### src/rtl/multicycle_ctrl_pkg.sv
// Shared encodings for the multicycle control path: FSM states, mux selects, opcodes.
// Latency: n/a (types, constants and one pure decode function).
// Backpressure: n/a.
package multicycle_ctrl_pkg;

  typedef enum logic [2:0] {
    ST_IF   = 3'd0,
    ST_ID   = 3'd1,
    ST_EX   = 3'd2,
    ST_MEM  = 3'd3,
    ST_WB   = 3'd4,
    ST_TRAP = 3'd5
  } state_e;

  // Also the select encoding consumed by the immediate extender.
  typedef enum logic [2:0] {
    IMM_I      = 3'd0,
    IMM_ISHAMT = 3'd1,
    IMM_S      = 3'd2,
    IMM_B      = 3'd3,
    IMM_U      = 3'd4,
    IMM_J      = 3'd5
  } imm_sel_e;

  typedef enum logic [1:0] {
    PC_PLUS4 = 2'd0,
    PC_IMM   = 2'd1,
    PC_ALU   = 2'd2
  } pc_sel_e;

  typedef enum logic [1:0] {
    WB_ALU  = 2'd0,
    WB_LOAD = 2'd1,
    WB_PC4  = 2'd2,
    WB_IMM  = 2'd3
  } wb_sel_e;

  typedef enum logic [3:0] {
    CL_ALU, CL_LOAD, CL_STORE, CL_LUI, CL_AUIPC,
    CL_BRANCH, CL_JAL, CL_JALR, CL_ILL
  } class_e;

  // inst[6:2] opcode values
  localparam logic [4:0] OPC_LOAD   = 5'b00000;
  localparam logic [4:0] OPC_OPIMM  = 5'b00100;
  localparam logic [4:0] OPC_AUIPC  = 5'b00101;
  localparam logic [4:0] OPC_STORE  = 5'b01000;
  localparam logic [4:0] OPC_OP     = 5'b01100;
  localparam logic [4:0] OPC_LUI    = 5'b01101;
  localparam logic [4:0] OPC_BRANCH = 5'b11000;
  localparam logic [4:0] OPC_JALR   = 5'b11001;
  localparam logic [4:0] OPC_JAL    = 5'b11011;

  function automatic class_e op_class(input logic [4:0] opc);
    case (opc)
      OPC_OP, OPC_OPIMM: return CL_ALU;
      OPC_LOAD:          return CL_LOAD;
      OPC_STORE:         return CL_STORE;
      OPC_LUI:           return CL_LUI;
      OPC_AUIPC:         return CL_AUIPC;
      OPC_BRANCH:        return CL_BRANCH;
      OPC_JAL:           return CL_JAL;
      OPC_JALR:          return CL_JALR;
      default:           return CL_ILL;
    endcase
  endfunction

endpackage

### src/rtl/multicycle_ctrl_dec.sv
// Combinational opcode/funct3 -> instruction class and immediate format decode.
// Latency: 0 cycles (pure combinational).
// Backpressure: none.
// Ports: opcode = inst[6:2], funct3 = inst[14:12]; cls = class (CL_ILL if unsupported),
//        imm_sel = immediate format for the extender.
module multicycle_ctrl_dec
  import multicycle_ctrl_pkg::*;
(
  input  logic [4:0] opcode,
  input  logic [2:0] funct3,
  output class_e     cls,
  output imm_sel_e   imm_sel
);

  always_comb begin
    cls     = op_class(opcode);
    imm_sel = IMM_I;
    case (cls)
      // Shift-immediates carry a 5-bit shamt, not a sign-extended imm.
      CL_ALU:           if (opcode == OPC_OPIMM && (funct3 == 3'b001 || funct3 == 3'b101))
                          imm_sel = IMM_ISHAMT;
      CL_STORE:         imm_sel = IMM_S;
      CL_BRANCH:        imm_sel = IMM_B;
      CL_LUI, CL_AUIPC: imm_sel = IMM_U;
      CL_JAL:           imm_sel = IMM_J;
      default:          imm_sel = IMM_I;
    endcase
  end

endmodule

### src/rtl/multicycle_ctrl.sv
// Multicycle RV32 control FSM (IF/ID/EX/MEM/WB/TRAP) driving datapath strobes and mux selects.
// Latency: ALU/LUI/AUIPC/JAL/JALR 4, load 5, store 4, branch 3 cycles with zero-wait acks.
// Backpressure: IF holds imem_req until imem_ack, MEM holds dmem_req until dmem_ack; stray acks ignored.
// Ports: clk, rst (sync, active-high); inst = IR contents; imem_ack/dmem_ack/br_taken inputs;
//        imem_req, ir_we, pc_we, pc_sel, imm_sel, alu_a_sel, alu_b_sel, reg_we, dmem_req, dmem_we,
//        wb_sel, illegal (sticky), state_o. Define CTRL_PERF_CNT_EN to add cycle_cnt/retired_cnt.
module multicycle_ctrl
  import multicycle_ctrl_pkg::*;
(
  input  logic        clk,
  input  logic        rst,
  input  logic [31:0] inst,
  input  logic        imem_ack,
  input  logic        dmem_ack,
  input  logic        br_taken,
  output logic        imem_req,
  output logic        ir_we,
  output logic        pc_we,
  output logic [1:0]  pc_sel,
  output logic [2:0]  imm_sel,
  output logic        alu_a_sel,
  output logic        alu_b_sel,
  output logic        reg_we,
  output logic        dmem_req,
  output logic        dmem_we,
  output logic [1:0]  wb_sel,
  output logic        illegal,
  output logic [2:0]  state_o
`ifdef CTRL_PERF_CNT_EN
  ,
  output logic [31:0] cycle_cnt,
  output logic [31:0] retired_cnt
`endif
);

  state_e     state_q, state_d;
  logic [4:0] opcode_q, opcode_d;
  imm_sel_e   imm_sel_q, imm_sel_d;
  logic       illegal_q, illegal_d;

  class_e     dec_cls;
  imm_sel_e   dec_imm_sel;
  class_e     cls_q;

  // Only opcode and funct3 matter to control; the rest of the IR feeds the datapath.
  logic unused_inst_bits;
  assign unused_inst_bits = ^{inst[31:15], inst[11:7], inst[1:0]};

  multicycle_ctrl_dec u_dec (
    .opcode  (inst[6:2]),
    .funct3  (inst[14:12]),
    .cls     (dec_cls),
    .imm_sel (dec_imm_sel)
  );

  assign cls_q   = op_class(opcode_q);
  // Live decode while in ID, then the latched format for the rest of the instruction.
  assign imm_sel = (state_q == ST_ID) ? dec_imm_sel : imm_sel_q;
  assign illegal = illegal_q;
  assign state_o = state_q;

  always_comb begin
    state_d   = state_q;
    opcode_d  = opcode_q;
    imm_sel_d = imm_sel_q;
    illegal_d = illegal_q;
    imem_req  = 1'b0;
    ir_we     = 1'b0;
    pc_we     = 1'b0;
    pc_sel    = PC_PLUS4;
    alu_a_sel = 1'b0;
    alu_b_sel = 1'b0;
    reg_we    = 1'b0;
    dmem_req  = 1'b0;
    dmem_we   = 1'b0;
    wb_sel    = WB_ALU;

    // Requests and strobes stay low while rst is held, so the first fetch
    // request appears only in the first cycle after release.
    if (!rst) begin
      case (state_q)
        ST_IF: begin
          imem_req = 1'b1;
          if (imem_ack) begin
            ir_we   = 1'b1;
            state_d = ST_ID;
          end
        end
        ST_ID: begin
          opcode_d  = inst[6:2];
          imm_sel_d = dec_imm_sel;
          if (dec_cls == CL_ILL) begin
            illegal_d = 1'b1;
            state_d   = ST_TRAP;
          end else begin
            state_d = ST_EX;
          end
        end
        ST_EX: begin
          case (cls_q)
            CL_ALU: begin
              alu_b_sel = (opcode_q == OPC_OPIMM);
              state_d   = ST_WB;
            end
            CL_LOAD, CL_STORE: begin
              alu_b_sel = 1'b1;
              state_d   = ST_MEM;
            end
            CL_LUI: begin
              alu_b_sel = 1'b1;
              state_d   = ST_WB;
            end
            CL_AUIPC, CL_JAL: begin
              alu_a_sel = 1'b1;
              alu_b_sel = 1'b1;
              state_d   = ST_WB;
            end
            CL_JALR: begin
              alu_b_sel = 1'b1;
              state_d   = ST_WB;
            end
            CL_BRANCH: begin
              pc_we   = br_taken;
              pc_sel  = br_taken ? PC_IMM : PC_PLUS4;
              state_d = ST_IF;
            end
            default: begin
              illegal_d = 1'b1;
              state_d   = ST_TRAP;
            end
          endcase
        end
        ST_MEM: begin
          dmem_req = 1'b1;
          dmem_we  = (cls_q == CL_STORE);
          if (dmem_ack) begin
            if (cls_q == CL_STORE) begin
              pc_we   = 1'b1;
              state_d = ST_IF;
            end else begin
              state_d = ST_WB;
            end
          end
        end
        ST_WB: begin
          reg_we  = 1'b1;
          pc_we   = 1'b1;
          state_d = ST_IF;
          case (cls_q)
            CL_JAL:  begin pc_sel = PC_IMM; wb_sel = WB_PC4; end
            CL_JALR: begin pc_sel = PC_ALU; wb_sel = WB_PC4; end
            CL_LOAD: wb_sel = WB_LOAD;
            CL_LUI:  wb_sel = WB_IMM;
            default: wb_sel = WB_ALU;
          endcase
        end
        default: state_d = ST_TRAP;  // TRAP is absorbing; only rst leaves it
      endcase
    end
  end

  always_ff @(posedge clk) begin
    if (rst) begin
      state_q   <= ST_IF;
      opcode_q  <= 5'd0;
      imm_sel_q <= IMM_I;
      illegal_q <= 1'b0;
    end else begin
      state_q   <= state_d;
      opcode_q  <= opcode_d;
      imm_sel_q <= imm_sel_d;
      illegal_q <= illegal_d;
    end
  end

`ifdef CTRL_PERF_CNT_EN
  logic [31:0] cycle_cnt_q, cycle_cnt_d;
  logic [31:0] retired_cnt_q, retired_cnt_d;
  logic        retire;

  // An instruction retires on its final state exit: WB, store MEM ack, or branch EX.
  assign retire = (state_q == ST_WB)
               || (state_q == ST_MEM && dmem_ack && cls_q == CL_STORE)
               || (state_q == ST_EX && cls_q == CL_BRANCH);

  always_comb begin
    cycle_cnt_d   = cycle_cnt_q + 32'd1;
    retired_cnt_d = retired_cnt_q + {31'd0, retire};
  end

  always_ff @(posedge clk) begin
    if (rst) begin
      cycle_cnt_q   <= 32'd0;
      retired_cnt_q <= 32'd0;
    end else begin
      cycle_cnt_q   <= cycle_cnt_d;
      retired_cnt_q <= retired_cnt_d;
    end
  end

  assign cycle_cnt   = cycle_cnt_q;
  assign retired_cnt = retired_cnt_q;
`else
  // Performance counters not built.
`endif

endmodule

### config.mk
export PLATFORM = sky130hd
export DESIGN_NAME = multicycle_ctrl
export DESIGN_NICKNAME = d
export VERILOG_FILES = /design/src/rtl/multicycle_ctrl_pkg.sv /design/src/rtl/multicycle_ctrl_dec.sv /design/src/rtl/multicycle_ctrl.sv
export SDC_FILE = /design/constraint.sdc
export NUM_CORES = 1
export LEC_CHECK = 0
export BUFFER_PORTS_ARGS = -buffer_cell sky130_fd_sc_hd__buf_2
export CAP_MARGIN = 25
export CORE_MARGIN = 3
export CORE_UTILIZATION = 46
export CTS_CLUSTER_SIZE = 8
export DETAILED_ROUTE_END_ITERATION = 6
export PLACE_DENSITY = 0.88
export SLEW_MARGIN = 15
export SYNTH_ARGS = -nofsm -noshare
export SYNTH_HDL_FRONTEND = slang
export SYNTH_SLANG_ARGS = --single-unit
### constraint.sdc
create_clock -name clk -period 2.3 [get_ports clk]
set_input_delay 0.575 -clock clk [delete_from_list [all_inputs] [get_ports clk]]
set_output_delay 0.575 -clock clk [all_outputs]
set_load 0.05 [all_outputs]
==> flow_metrics.tcl <==
set metrics [dict create \
    status "finished, violations left" \
    violations "setup timing" \
    final_max_slew_viol_count 0 \
    drtIter0Drc 42 \
    setup_viol 6 \
    grt_remaining_overflow 0 \
    seq_area_frac_synth_pct 27.2 \
    min_path_type "reg -> reg" \
    fin_cells 227 \
    gp_congestion 0.874 \
    grt_util_met3_pct 2.53 \
    fin_ws_ns -0.106 \
    timing.fmax_mhz 416 \
    syn-cell-area_sq_um 1180 \
    gr-max-usage-layer "met2" \
    clk_pin_slew_worst_paths_ns 0.09 \
    use_met2_pct 38.4 \
    routedWlPerCell_microns 14.3 \
    synth-seq-cells 16 \
    synth_fp_nets 189 \
    cts_buffer_depth 2 \
    via_per_inst 5.88 \
    ir_worst_vdd_mv 1.03 \
    vias 1335 \
    skew_ns 0.00136 \
    io_pins 56 \
    critPathMaxFanout 2 \
    portBuffers 30 \
    drtAntennaViolNets 0 \
    layout-drive-gt1-share_pct 48.7 \
    drv_cap 0 \
    use_met1_pct 27.1 \
    post-dp-hpwl_mm 2.34 \
    synth_area_leaders "dfxtp_1 27%, nand2_1 5.7%, a21oi_1 5.5%, nor2_1 3.8%, a211o_1 3.0%" \
    post-route-period-util_pct 105 \
    first_pass_iters 4 \
    antenna_found_initial 0 \
    core-area_sq_um 2320 \
    crit_path_end_kind "output port" \
    hold_viol 0 \
    first_global_vias 1257 \
    cts_made_buffers 3 \
    wirelength_mm 3.25 \
    power_leakage_uw 0.000731 \
    crit_required_ns 1.73 \
    yosys_warnings 0 \
    cts_tree "built" \
    htreeDepth 1 \
    rsz0062_at_grt "yes" \
    insertedDiodeCount 0 \
    cp-start-kind "register" \
    final_period_minus_worst_setup_slack_ns 2.41 \
    grt_first_pass_wirelength_mm 5.62 \
    synth_area_leader_cell "dfxtp_1" \
    crit_type "reg -> out" \
    syn_area_per_cell_sq_um 7.75 \
    die-width_microns 56.6 \
    nFillCells 173 \
    max_slew.worst_pin.slew_ns 0.537 \
    synth_top_area_share_pct 27.2 \
    power.density_nw_per_um2 1100 \
    clock_sinks 16 \
    post-route-util_pct 77.3 \
    initial_utilization_pct 50.8 \
    grt_max_degree 21 \
    synth_cell_types 50 \
    placed_cells 218 \
    root_buffer "clkbuf_4" \
    syn2layout_area_growth_pct 52.2 \
    relSlewSlack_pct 63.3 \
    dieArea_sq_um 3200 \
    drc 0 \
    grt_util_all_layers_pct 21.6 \
    nets 237 \
    syn_inst 152 \
    num_rows 17 \
    crit_arrival_ns 1.83 \
    worstSkewPairLatency_ns 0.29 \
    dieHeight_microns 56.6 \
]
power breakdown:
part | internal (uW) | switching, uW | total (uW)
Sequential | 378 | 74.4 | 452
Clock | 96.5 | 89.0 | 185
Combinational | 534 | 799 | 1330
through the flow:
stage	power (uW)	hold slack [ns]	instance area (sq um)	TNS, ns	setup slack, ns
after floorplan	1430	0.440	1350	-1.50	-0.424
after global placement	1610	0.452	1580	-0.516	-0.260
after detailed placement	1640	0.459	1580	-0.765	-0.300
after CTS	1910	0.470	1710	-0.403	-0.139
after global routing	2120	0.519	1790	-0.989	-0.200
final	1970	0.470	1790	-0.371	-0.106
state kept, by name (all words and copies together), names as in the netlist:
name / count
illegal: 1
cls_q: 4
imm_sel_q: 3
opcode_q: 5
state_o: 3
Yosys cell counts (all sizes together):
cell type,number
nand2,18
dfxtp,16
a21oi,13
nor2,12
buf,8
inv,8
o21ai,7
nor3,5
nor4,5
a211o,4
clkbuf,4
nand3,4
nor4b,4
a2111oi,3
nand2b,3
nand3b,3
nor2b,3
nor3b,3
a31o,2
and3,2
or3,2
or4,2
a221o,1
a22o,1
a22oi,1
a311oi,1
a31oi,1
and2,1
and2b,1
mux2,1
nand4,1
o2111a,1
o2111ai,1
o21ba,1
o21bai,1
o221a,1
o22ai,1
o311a,1
o41a,1
o41ai,1
or3b,1
or4b,1
xnor2,1
metal layers:
| metal | up-vias | wire length, microns |
|---|---|---|
| met2 | 47 | 1740 |
| li1 | 660 | - |
| met4 | 0 | 34 |
| met5 | - | 0 |
| met1 | 623 | 1280 |
| met3 | 5 | 192 |
layout make-up:
type	count	area (sq um)	share of cell area [%]
inverters	8	32.5	1.82
flip-flops and latches	16	338	18.9
multi-input cells	116	926	51.7
repair buffers	55	424	23.7
well taps	28	35.0	1.96
clock buffers	4	36.3	2.03
cells in the final DEF (no fill, tap or decap), types with 4 or more instances in the layout:
cell type   n
buf_2      18
nand3_1     4
a21oi_1    12
nor3_1      4
dfxtp_4     4
buf_4      25
inv_1       7
nand2_1    17
buf_6       9
nor2_1      8
o21ai_0     6
dfxtp_1    10
repair_timing:
| item | in CTS | in global routing |
|---|---|---|
| hold buffers | 0 | 0 |
| endpoints found under the setup margin | 10 | 10 |
| pin swaps | 6 | 7 |
| buffers inserted | 1 | 4 |
| resized for setup | 25 | 16 |
final timing paths:
| check | from | endpoint | slack, ns | depth (start not counted) |
|---|---|---|---|---|
| hold / removal | imm_sel_q[2] | imm_sel_q[2] | 0.47 | 2 |
| setup reg to reg | state_o[2] | cls_q[0] | 0.40 | 6 |
| hold reg to reg | imm_sel_q[2] | imm_sel_q[2] | 0.47 | 2 |
| setup / recovery | state_o[2] | pc_sel[0] | -0.11 | 4 |
worst max-delay path, cell delays in order, from the launching register on:
cell	delay, ns
dfxtp_4	0.35
or4_4	0.55
nor4_4	0.29
o21bai_4	0.19
buf_8	0.16
logic make-up after synthesis:
| family | count (synthesis) | share of synthesized area [%] |
|---|---|---|
| AND/OR/NAND/NOR | 71 | 35.1 |
| flip-flops | 16 | 27.2 |
| multiplexers | 1 | 0.956 |
| XOR/XNOR | 1 | 0.744 |
| buffers and inverters | 20 | 8.39 |
| AO/OA/AOI/OAI | 43 | 27.6 |
Power figures use the tool's default switching activity.
